==> src/rtl/ddr_app_arbiter.sv <==
// Two-requester round-robin front end for a DDR app (UI) port.
// Read responses are steered back to their requester through an in-order tag FIFO.
module ddr_app_arbiter #(
  parameter int ADDR_W    = 28,
  parameter int DATA_W    = 128,
  parameter int TAG_DEPTH = 16
) (
  input  logic                clock,
  input  logic                reset_n,
  input  logic                init_calib_complete,
  input  logic                req0_valid,
  output logic                req0_ready,
  input  logic                req0_we,
  input  logic [ADDR_W-1:0]   req0_addr,
  input  logic [DATA_W-1:0]   req0_wdata,
  input  logic [DATA_W/8-1:0] req0_wmask,
  input  logic                req1_valid,
  output logic                req1_ready,
  input  logic                req1_we,
  input  logic [ADDR_W-1:0]   req1_addr,
  input  logic [DATA_W-1:0]   req1_wdata,
  input  logic [DATA_W/8-1:0] req1_wmask,
  output logic                rsp0_valid,
  output logic [DATA_W-1:0]   rsp0_rdata,
  output logic                rsp1_valid,
  output logic [DATA_W-1:0]   rsp1_rdata,
  output logic                app_en,
  output logic [2:0]          app_cmd,
  output logic [ADDR_W-1:0]   app_addr,
  input  logic                app_rdy,
  output logic                app_wdf_wren,
  output logic                app_wdf_end,
  output logic [DATA_W-1:0]   app_wdf_data,
  output logic [DATA_W/8-1:0] app_wdf_mask,
  input  logic                app_wdf_rdy,
  input  logic [DATA_W-1:0]   app_rd_data,
  input  logic                app_rd_data_valid
);

  localparam int MASK_W = DATA_W / 8;
  localparam int PTR_W  = (TAG_DEPTH > 1) ? $clog2(TAG_DEPTH) : 1;
  localparam int CNT_W  = PTR_W + 1;
  localparam logic [2:0] CMD_WR = 3'b000;
  localparam logic [2:0] CMD_RD = 3'b001;

  typedef enum logic [1:0] {CALIB, ARB, ISSUE} state_t;

  state_t             state;
  logic               prio;
  logic               cur_id;
  logic [PTR_W-1:0]   wr_ptr;
  logic [PTR_W-1:0]   rd_ptr;
  logic [CNT_W-1:0]   tag_count;
  logic [TAG_DEPTH-1:0] tag_mem;

  logic               tag_full;
  logic               elig0;
  logic               elig1;
  logic               grant;
  logic               grant_id;
  logic               sel_we;
  logic [ADDR_W-1:0]  sel_addr;
  logic [DATA_W-1:0]  sel_wdata;
  logic [MASK_W-1:0]  sel_wmask;
  logic               cmd_accept;
  logic               data_accept;
  logic               issue_done;
  logic               push;
  logic               pop;
  logic               head_id;

  // A read may only be granted while there is room to remember its tag.
  assign tag_full = (tag_count == CNT_W'(TAG_DEPTH));
  assign elig0    = req0_valid && (req0_we || !tag_full);
  assign elig1    = req1_valid && (req1_we || !tag_full);
  assign grant    = (state == ARB) && init_calib_complete && (elig0 || elig1);
  assign grant_id = (elig0 && elig1) ? prio : elig1;

  assign req0_ready = grant && !grant_id;
  assign req1_ready = grant && grant_id;

  assign sel_we    = grant_id ? req1_we    : req0_we;
  assign sel_addr  = grant_id ? req1_addr  : req0_addr;
  assign sel_wdata = grant_id ? req1_wdata : req0_wdata;
  assign sel_wmask = grant_id ? req1_wmask : req0_wmask;

  // Command and write data handshake independently; a strobe already dropped counts as done.
  assign cmd_accept  = app_en && app_rdy;
  assign data_accept = app_wdf_wren && app_wdf_rdy;
  assign issue_done  = (state == ISSUE) && (!app_en || app_rdy) && (!app_wdf_wren || app_wdf_rdy);

  assign push    = cmd_accept && (app_cmd == CMD_RD);
  assign pop     = app_rd_data_valid && (tag_count != '0);
  assign head_id = tag_mem[rd_ptr];

  assign rsp0_valid  = pop && !head_id;
  assign rsp1_valid  = pop && head_id;
  assign rsp0_rdata  = app_rd_data;
  assign rsp1_rdata  = app_rd_data;
  assign app_wdf_end = app_wdf_wren;

  always_ff @(posedge clock or negedge reset_n) begin
    if (!reset_n) begin
      state        <= CALIB;
      prio         <= 1'b0;
      cur_id       <= 1'b0;
      app_en       <= 1'b0;
      app_cmd      <= CMD_WR;
      app_addr     <= '0;
      app_wdf_wren <= 1'b0;
      app_wdf_data <= '0;
      app_wdf_mask <= '0;
    end else begin
      case (state)
        CALIB: begin
          if (init_calib_complete) state <= ARB;
        end
        ARB: begin
          if (!init_calib_complete) begin
            state <= CALIB;
          end else if (grant) begin
            state        <= ISSUE;
            prio         <= ~grant_id;
            cur_id       <= grant_id;
            app_en       <= 1'b1;
            app_cmd      <= sel_we ? CMD_WR : CMD_RD;
            app_addr     <= sel_addr;
            app_wdf_wren <= sel_we;
            app_wdf_data <= sel_wdata;
            app_wdf_mask <= sel_wmask;
          end
        end
        ISSUE: begin
          if (cmd_accept) app_en <= 1'b0;
          if (data_accept) app_wdf_wren <= 1'b0;
          // A calibration loss lets the current transaction finish, then parks.
          if (issue_done) state <= init_calib_complete ? ARB : CALIB;
        end
        default: state <= CALIB;
      endcase
    end
  end

  always_ff @(posedge clock or negedge reset_n) begin
    if (!reset_n) begin
      wr_ptr    <= '0;
      rd_ptr    <= '0;
      tag_count <= '0;
    end else begin
      if (push) wr_ptr <= wr_ptr + 1'b1;
      if (pop) rd_ptr <= rd_ptr + 1'b1;
      case ({push, pop})
        2'b10:   tag_count <= tag_count + 1'b1;
        2'b01:   tag_count <= tag_count - 1'b1;
        default: tag_count <= tag_count;
      endcase
    end
  end

  always_ff @(posedge clock) begin
    if (push) tag_mem[wr_ptr] <= cur_id;
  end

endmodule

==> config.mk <==
export PLATFORM = sky130hd
export DESIGN_NAME = ddr_app_arbiter
export DESIGN_NICKNAME = d
export VERILOG_FILES = /design/src/rtl/ddr_app_arbiter.sv
export SDC_FILE = /design/constraint.sdc
export NUM_CORES = 1
export LEC_CHECK = 0
export BUFFER_PORTS_ARGS = -buffer_cell sky130_fd_sc_hd__buf_2
export CAP_MARGIN = 20
export CORE_AREA = 2 2 356 358
export DETAILED_ROUTE_END_ITERATION = 10
export DIE_AREA = 0 0 358 360
export PLACE_DENSITY = 0.4
export SLEW_MARGIN = 20
export SYNTH_ARGS = -nofsm -noshare
export SYNTH_HDL_FRONTEND = slang
export SYNTH_SLANG_ARGS = --single-unit
==> constraint.sdc <==
create_clock -name clock -period 9.35 [get_ports clock]
set_input_delay 0.935 -clock clock [delete_from_list [all_inputs] [get_ports clock]]
set_output_delay 0.935 -clock clock [all_outputs]
set_load 0.01 [all_outputs]
After elaboration in Yosys (flattened, before gate mapping)
Index checks and enable logic that the tools add are counted.

word-level totals
  register bits = 210
  output and inout port bits = 438
  logic and storage cells = 94

cells by class
  add/sub/neg operators = 4
  magnitude comparators = 3
  equal/unequal tests = 13
  muxes and demuxes = 26
  bitwise logic cells = 1
  reduce and logical (&&, ||, !) cells = 34

operators by type and width
  cell                 count
  $mux 128             1
  $mux 28              1
  $bwmux 16            1
  $logic_and 1x1->1    16
  $mux 16              1
  $mux 1               12
  $ne 2x2->1 const B   6
  $lt 4x5->1 const B   2
  $pmux 5 s2           1
  $add 4x1->4 const B  2
  $mux 2               4
  $reduce_and 4->1     2
  $pmux 2 s3           1
  $reduce_and 3->1     2
  $add 5x1->5 const B  1
  $eq 5x5->1 const B   1
  $logic_not 1->1      5
  $logic_or 1x1->1     5
  $reduce_bool 5->1    1
  $sub 5x1->5 const B  1
  $bmux 1 s4           1
  $demux 1 s4          1
  $eq 2x1->1 const B   2
  $eq 2x2->1 const B   2
  7 further kinds      9

Longest topological paths before layout
Gate-level depths: netlist of the first run.

  word-level depth = 10
  mapped depth = 12

Least setup slack after synthesis of the first run
Ideal clock, no wire load.

  kind = register to register
  start = register tag_count[2]
  end = register tag_count[4]
  library setup time = 0.135 ns
  data arrival time = 2.963 ns
  path slack = 6.252 ns
  cell stages (with the launch flop) = 13
  buffers on the path = 2
  cell sequence = dfrtp_1 buf_2 or4_4 o21ai_0 inv_1 ha_1 clkbuf_1 xor2_1 ha_1 or2_2 a31oi_1 o31ai_1 xor2_1

on the way
  longest elaborated chain between the ends = 4
  elaborated cells on any way between the ends = 8

RTL lines
  element                                                 RTL line  RTL
  start: declaration                                      53        logic [CNT_W-1:0] tag_count;
  start signal: assignment                                153       2'b10: tag_count <= tag_count + 1'b1;
  start signal: assignment                                154       2'b01: tag_count <= tag_count - 1'b1;
  start signal: assignment                                155       default: tag_count <= tag_count;
  $reduce_bool 5->1 *                                     93        assign pop = app_rd_data_valid && (tag_count != '0);
  $logic_and 1x1->1 *                                     93
  net pop                                                 69        logic pop;
  $eq 2x1->1 / $eq 2x2->1 (equally long branches)         152       case ({push, pop})
  $pmux 5 s2 / $reduce_bool 2->1 (equally long branches)  -

Mark *: on every way through the listed nets, which the timed path passes. The rest lies on a longest branch.
A chain may end at the register's enable or synchronous reset.

Worst setup path in the final report of the first run
  start = register tag_count[2]
  end = output port req1_ready

on the way
  longest elaborated chain between the ends = 7
  elaborated cells on any way between the ends = 11

RTL lines
  element                                                       RTL line  RTL
  $eq 5x5->1 *                                                  73        assign tag_full = (tag_count == CNT_W'(TAG_DEPTH));
  $logic_not 1->1 *                                             74, 75
  $logic_or 1x1->1, on equally long branches                    74, 75
  $logic_and 1x1->1, on equally long branches                   74, 75
  $logic_and 1x1->1 / $logic_or 1x1->1 (equally long branches)  77, 76
  $mux 1 / $logic_and 1x1->1 (equally long branches)            77, 76
  $logic_and 1x1->1 *                                           80        assign req1_ready = grant && grant_id;
  end: declaration                                              18        output logic req1_ready,

Every way passes the cells marked *; elsewhere a longest branch is shown, timed or not.

==> results of run 1 <==
[path summary, 6_finish.rpt]
check                                    end  cells past startpoint  slack (ps)         startpoint
min                        app_wdf_data[108]                      1         280            reset_n
max in group asynchronous   app_wdf_data[43]                      3        7330            reset_n
max reg2reg                     tag_count[4]                     10        5930       tag_count[2]
max                               req1_ready                      5        4790       tag_count[2]
min reg2reg                app_wdf_data[107]                      1         500  app_wdf_data[107]
min in group clock         app_wdf_data[107]                      1         500  app_wdf_data[107]
[flip-flops by register name (all words and copies together), names as in the netlist]
name	flops
app_cmd	1
app_wdf_end	1
app_wdf_data	128
cur_id	1
app_wdf_mask	16
prio	1
state	2
app_en	1
rd_ptr	4
tag_count	5
wr_ptr	4
app_addr	28
tag_mem	16
[cell families after synthesis]
logic type,synth area share [%]
AND/OR/NAND/NOR,13.94
XOR/XNOR,0.8365
buffers and inverters,20.95
other,0.03256
flip-flops,45.89
multiplexers,1.152
AO/OA/AOI/OAI,16.23
adder cells (fa/ha/maj),0.9777
[layout make-up]
class	count	share of cell area, %
repair buffers	546	18.62
clock buffers	41	5.441
inverters	9	0.2267
diodes	2	0.03359
multi-input cells	460	25.90
flip-flops and latches	208	35.47
clock inverters	7	0.4450
well taps	1650	13.86
[layout by cell type (no fill, tap or decap), types with 2 or more instances in the layout]
master | synthesis | final
clkinv_2 | 0 | 4
a21oi_1 | 5 | 4
nor3_1 | 5 | 5
nor2b_1 | 4 | 4
mux2_2 | 2 | 2
diode_2 | 0 | 2
nor3b_1 | 172 | 172
inv_1 | 9 | 9
and2_1 | 2 | 2
clkbuf_16 | 0 | 29
buf_4 | 276 | 13
conb_1 | 1 | 2
and3_1 | 2 | 2
mux2i_1 | 2 | 2
a221o_1 | 173 | 173
a31oi_1 | 2 | 2
xor2_1 | 4 | 4
and3b_1 | 2 | 2
clkbuf_8 | 0 | 4
nor2_1 | 18 | 18
nand2_1 | 21 | 21
buf_2 | 41 | 532
mux4_2 | 4 | 4
o21ai_0 | 3 | 3
edfxtp_1 | 16 | 16
clkbuf_1 | 27 | 8
nand2b_1 | 4 | 4
dfrtp_1 | 192 | 192
ha_1 | 9 | 9
xnor2_1 | 7 | 7
nand4_1 | 3 | 3
[metrics by stage]
stage          setup slack [ps]  area, sq um  instances
2_1_floorplan              6252        11520       1021
3_3_place_gp               5143        14020       2873
3_5_place_dp               5168        14020       2873
4_1_cts                    4676        14900       2921
5_1_grt                    4566        14900       2922
6_report                   4790        14900       2923
[Yosys cell counts (4+ instances only)]
| cell type | instances | area share, % |
|---|---|---|
| a21oi_1 | 5 | 0.22 |
| a221o_1 | 173 | 15 |
| buf_2 | 41 | 1.8 |
| buf_4 | 276 | 18 |
| clkbuf_1 | 27 | 0.88 |
| dfrtp_1 | 192 | 42 |
| edfxtp_1 | 16 | 4.2 |
| ha_1 | 9 | 0.98 |
| inv_1 | 9 | 0.29 |
| mux4_2 | 4 | 0.78 |
| nand2_1 | 21 | 0.68 |
| nand2b_1 | 4 | 0.22 |
| nor2_1 | 18 | 0.59 |
| nor2b_1 | 4 | 0.22 |
| nor3_1 | 5 | 0.22 |
| nor3b_1 | 172 | 11 |
| xnor2_1 | 7 | 0.53 |
| xor2_1 | 4 | 0.30 |
[power by group through the flow]
stage,combinational (mW),sequential (mW),clock [mW]
2_1_floorplan,0.774,1.64,0
3_3_place_gp,1.44,1.56,0
3_5_place_dp,1.44,1.54,0
4_1_cts,1.44,1.54,1.12
5_1_grt,1.53,1.59,1.15
6_report,1.40,1.54,1.06
[per-layer routing]
metal	routed length (microns)	vias up	track usage [%]
li1	-	3994	-
met1	17750	4362	7.661
met2	21710	468	11.00
met3	4558	137	2.560
met4	2517	6	3.782
met5	40	-	0
==> metrics.md, run 1 <==
| Metric | Value |
|---|---|
| Layout area overhead | `29.37%` |
| Crit path max fanout | `67` |
| CP Buf/Inv Count | `2` |
| Die span in x | `358 microns` |
| Achievable frequency | `219.3 MHz` |
| Leak | `6.429 nW` |
| Post-route setup TNS | `0 ps` |
| Core area | `0.1249 sq mm` |
| # hold bufs at CTS | `0` |
| First-pass GRT wire length | `65500 microns` |
| Peak supply drop | `0.1220 mV` |
| Max Cap Viol | `0` |
| Crit path required time | `8420 ps` |
| Fill count | `14323` |
| Clock Sinks | `208` |
| Pre-antenna DRT Iters | `5` |
| Total gr overflow | `0` |
| Clk_lat worst skew | `590 ps` |
| Critical path's slowest cell | `buf_4` |
| Die height | `360 microns` |
| Asr flop ratio synth | `92.31%` |
| Setup Buffers After CTS | `0` |
| CP Class | `reg2out` |
| H-tree depth | `1` |
| Wire per inst | `15.93 microns` |
| Port Buffers | `533` |
| Cells after synthesis | `1020` |
| Switching Share | `36.05%` |
| Remaining antenna violation count | `0` |
| Post-layout util | `11.93%` |
| Multi-input logic area | `0.003860 sq mm` |
| Slew margin rel. | `36.23%` |
| CTS Root Cell | `clkbuf_16` |
| Combinational power share | `35.0%` |
| Number of placed I/O pins | `920` |
| Slowest stage delay, CP | `730 ps` |
| Vias in the first global route | `9514` |
| DR vias/cell | `3.068` |
| DIE AREA | `0.1289 sq mm` |
| Synth Area per Inst | `11.29 sq um` |
| Worst Skew | `24.01 ps` |
| Pwr Density | `268.6 mW/mm^2` |
| Finish-stage setup viols | `0` |
| Outcome | `completed` |
| Seq/Total Area, Yosys | `45.89%` |
| Vias | `8967` |
| Worst setup SP type | `flop` |
| # resized after CTS | `0` |
| Seq pwr share | `38.5%` |
| Total internal power | `2.559 mW` |
| Clock slew at reported path FFs | `60 ps` |
| CP Capture Type | `output port` |
| #FFs+latches synth | `208` |
| Worst Hold Class | `in2async` |
| Commonest register cell after synthesis | `dfrtp_1` |
| Critical-path cell list | `or4_4, o21ai_1, o2111a_4, buf_4, buf_2` |
| Tcrit/Tclk final | `48.77%` |
| Overall Power | `4.002 mW` |
| Yosys warning count | `0` |
| Row cnt | `130` |
| CTS tree | `yes` |
| DRT iter0 DRCs | `473` |
| Fin nets | `1744` |
| Synthesized area | `0.01152 sq mm` |
| Cts bufs inserted | `28` |
| Worst Tran Pin Value | `956.6 ps` |
| Clock tree buffer depth | `3` |
| Delay-heaviest family, CP | `buffers and inverters` |
| RD Place Congestion | `0.7662` |
| RSZ-0062 raised after global routing | `false` |
| Final Critical Period | `4560 ps` |
| Crit path DAT | `3630 ps` |
| Gr usage total | `6.802%` |
| Largest net degree at the start of global routing | `70` |
| Final Hold Vio Count | `0` |
| Clock network power share | `26.5%` |
| Initial Util | `9.220%` |
| Drt total wl | `46570 microns` |
| Initial antenna violation count | `9` |
| Residual DRC | `0` |
| Hold slack | `278.3 ps` |
| Yosys cell types | `41` |
| Max Slew Vio Count | `0` |
| HPWL after DPL | `33700 microns` |
| Share of layout cells above drive strength 1 | `47.05%` |
| Reg area | `0.005285 sq mm` |
| Number of synthesized flops with an enable pin | `16` |
| Sw Pwr | `1.442 mW` |
Note: power is estimated with default switching activity, not from simulation.
==> run 2, diff against run 1 <==
--- a/config.mk
+++ b/config.mk
@@ -7,10 +7,10 @@
 export LEC_CHECK = 0
 export BUFFER_PORTS_ARGS = -buffer_cell sky130_fd_sc_hd__buf_2
 export CAP_MARGIN = 20
-export CORE_AREA = 2 2 356 358
+export CORE_AREA = 2 2 359 361
 export DETAILED_ROUTE_END_ITERATION = 10
-export DIE_AREA = 0 0 358 360
-export PLACE_DENSITY = 0.4
+export DIE_AREA = 0 0 361 363
+export PLACE_DENSITY = 0.39
 export SLEW_MARGIN = 20
 export SYNTH_ARGS = -nofsm -noshare
 export SYNTH_HDL_FRONTEND = slang
==> constraint.sdc (replaced) <==
create_clock -name clock -period 4.5 [get_ports clock]
set_input_delay 0.45 -clock clock [delete_from_list [all_inputs] [get_ports clock]]
set_output_delay 0.45 -clock clock [all_outputs]
set_load 0.01 [all_outputs]
==> metrics.md, run 2 (synthesis gave the netlist of run 1 again) <==
| Metric | Value |
|---|---|
| Remaining antenna violation count | `0` |
| Max FFs per register | `128` |
| Multi-input logic area | `0.003860 sq mm` |
| Worst setup SP type | `flop` |
| Final setup margin | `1238 ps` |
| Pre-CTS setup slack | `1216 ps` |
| Slowest stage delay, CP | `600 ps` |
| Row cnt | `131` |
| Critical path's slowest cell | `or4_4` |
| Post-route setup TNS | `0 ps` |
| R2R Setup Slk | `1240 ps` |
| CP Buf/Inv Count | `1` |
| Reg area | `0.005285 sq mm` |
| R2R cell count | `10` |
| Commonest non-fill, non-tap cell in the layout | `buf_2` |
| Layout area overhead | `34.74%` |
| Residual DRC | `0` |
| Cts bufs inserted | `30` |
| Gr usage total | `6.606%` |
| Worst path depth | `10` |
| Wire per inst | `15.57 microns` |
| Crit path launch | `tag_count[2]` |
| Port Buffers | `533` |
| Share of layout cells above drive strength 1 | `46.11%` |
| H-tree depth | `1` |
| Die height | `363 microns` |
| RD Place Congestion | `0.7387` |
| Number of placed I/O pins | `920` |
| Fin nets | `1780` |
| Finish-stage setup viols | `0` |
| Vias | `9119` |
| Clock Sinks | `208` |
| Biggest regs | `app_wdf_data: 128 flops, app_addr: 28 flops` |
| R2R Path Start | `tag_count[2]` |
| DR vias/cell | `3.066` |
| Pwr Density | `556.7 mW/mm^2` |
| HPWL after DPL | `32970 microns` |
| Max Slew Vio Count | `0` |
| Core area | `0.1270 sq mm` |
| Total gr overflow | `0` |
| Worst Hold Class | `in2reg` |
| Vias in the first global route | `9448` |
| R2r endpoint | `tag_count[4]` |
| First-pass GRT wire length | `65510 microns` |
| Crit path to | `tag_count[4]` |
| Outcome | `completed` |
| Clock tree buffer depth | `3` |
| Commonest cells after routing, fill and taps aside | `buf_2, dfrtp_1, a221o_1` |
| Pre-antenna DRT Iters | `4` |
| Crit path required time | `4990 ps` |
| DRT iter0 DRCs | `485` |
| Final Hold Vio Count | `0` |
| CTS tree | `yes` |
| Initial Util | `9.067%` |
| Die span in x | `361 microns` |
| Clock slew at reported path FFs | `60 ps` |
| Worst Skew | `18.92 ps` |
| Crit path DAT | `3750 ps` |
| Tcrit/Tclk final | `72.48%` |
| RSZ-0062 raised after global routing | `false` |
| CP Capture Type | `flop` |
| Final Critical Period | `3262 ps` |
| Delay-heaviest family, CP | `simple AND/OR/NAND/NOR gates` |
| CTS Root Cell | `clkbuf_16` |
| Max Cap Viol | `0` |
| DIE AREA | `0.1310 sq mm` |
| Fill count | `14534` |
| Setup Buffers After CTS | `0` |
| Leak | `6.689 nW` |
| Peak supply drop | `0.2947 mV` |
| CP Class | `reg2reg` |
| Crit path max fanout | `8` |
| Clk_lat worst skew | `620 ps` |
| Achievable frequency | `306.6 MHz` |
| Top reg by flops | `app_wdf_data` |
| Worst Tran Pin Value | `782.3 ps` |
| Initial antenna violation count | `3` |
| Slew margin rel. | `47.36%` |
| Largest net degree at the start of global routing | `98` |
| Drt total wl | `46300 microns` |
| Critical-path cell list | `or4_4, o21ai_0, inv_1, ha_1, xor2_1, ha_1, or2_2, a31oi_1, o31ai_1, xor2_1` |
run 2: how the worst min path moves through the flow:
stage                         start           endpoint  slack [ps]  depth (start not counted)
floorplan                   reset_n        app_addr[0]         150                          0
global placement            reset_n  app_wdf_data[124]         440                          1
detailed placement          reset_n  app_wdf_data[124]         440                          1
CTS                 req1_wdata[120]  app_wdf_data[120]        0.02                          2
global route          req1_addr[13]       app_addr[13]          20                          2
finish               req1_wdata[26]   app_wdf_data[26]          60                          2
run 2: metal layers:
layer / up-vias / part of all wire (%) / track usage [%]
met3: 135 / 8.8 / 2.177
met5: - / 0.028 / 0
met4: 2 / 5.4 / 3.881
li1: 4072 / - / -
met2: 508 / 47 / 10.61
met1: 4402 / 39 / 7.668
run 2: final cells by class:
class	instances	share of cell area, %
Clock buffer	44	5.765
Tap cell	1662	13.40
Sequential cell	208	34.06
Inverter	9	0.2177
Timing Repair Buffer	580	20.90
Multi-Input combinational cell	460	24.87
Clock inverter	9	0.7579
Antenna cell	2	0.03225
run 2: timing repair:
item / in CTS / in global routing
hold endpoints to repair: 91 / 0
hold buffers: 35 / 0
resized for setup: 0 / 0
run 2: power by group:
group	switching, mW	leakage [nW]	internal, mW
clock	0.982	0.500	1.48
combinational	1.54	3.63	1.42
sequential	0.558	2.56	2.66
run 2: metrics by stage:
stage               total power, mW  hold WS (ps)  area [sq um]  cells  util, %
floorplan                     5.023         154.4         11520   1021        -
global placement              6.242         436.9         14150   2884    11.14
detailed placement            6.202         435.3         14150   2884    11.14
CTS                           8.824       0.01554         15510   2972    12.21
global route                  9.200         19.16         15520   2974    12.22
finish                        8.640         61.22         15520   2974    12.22
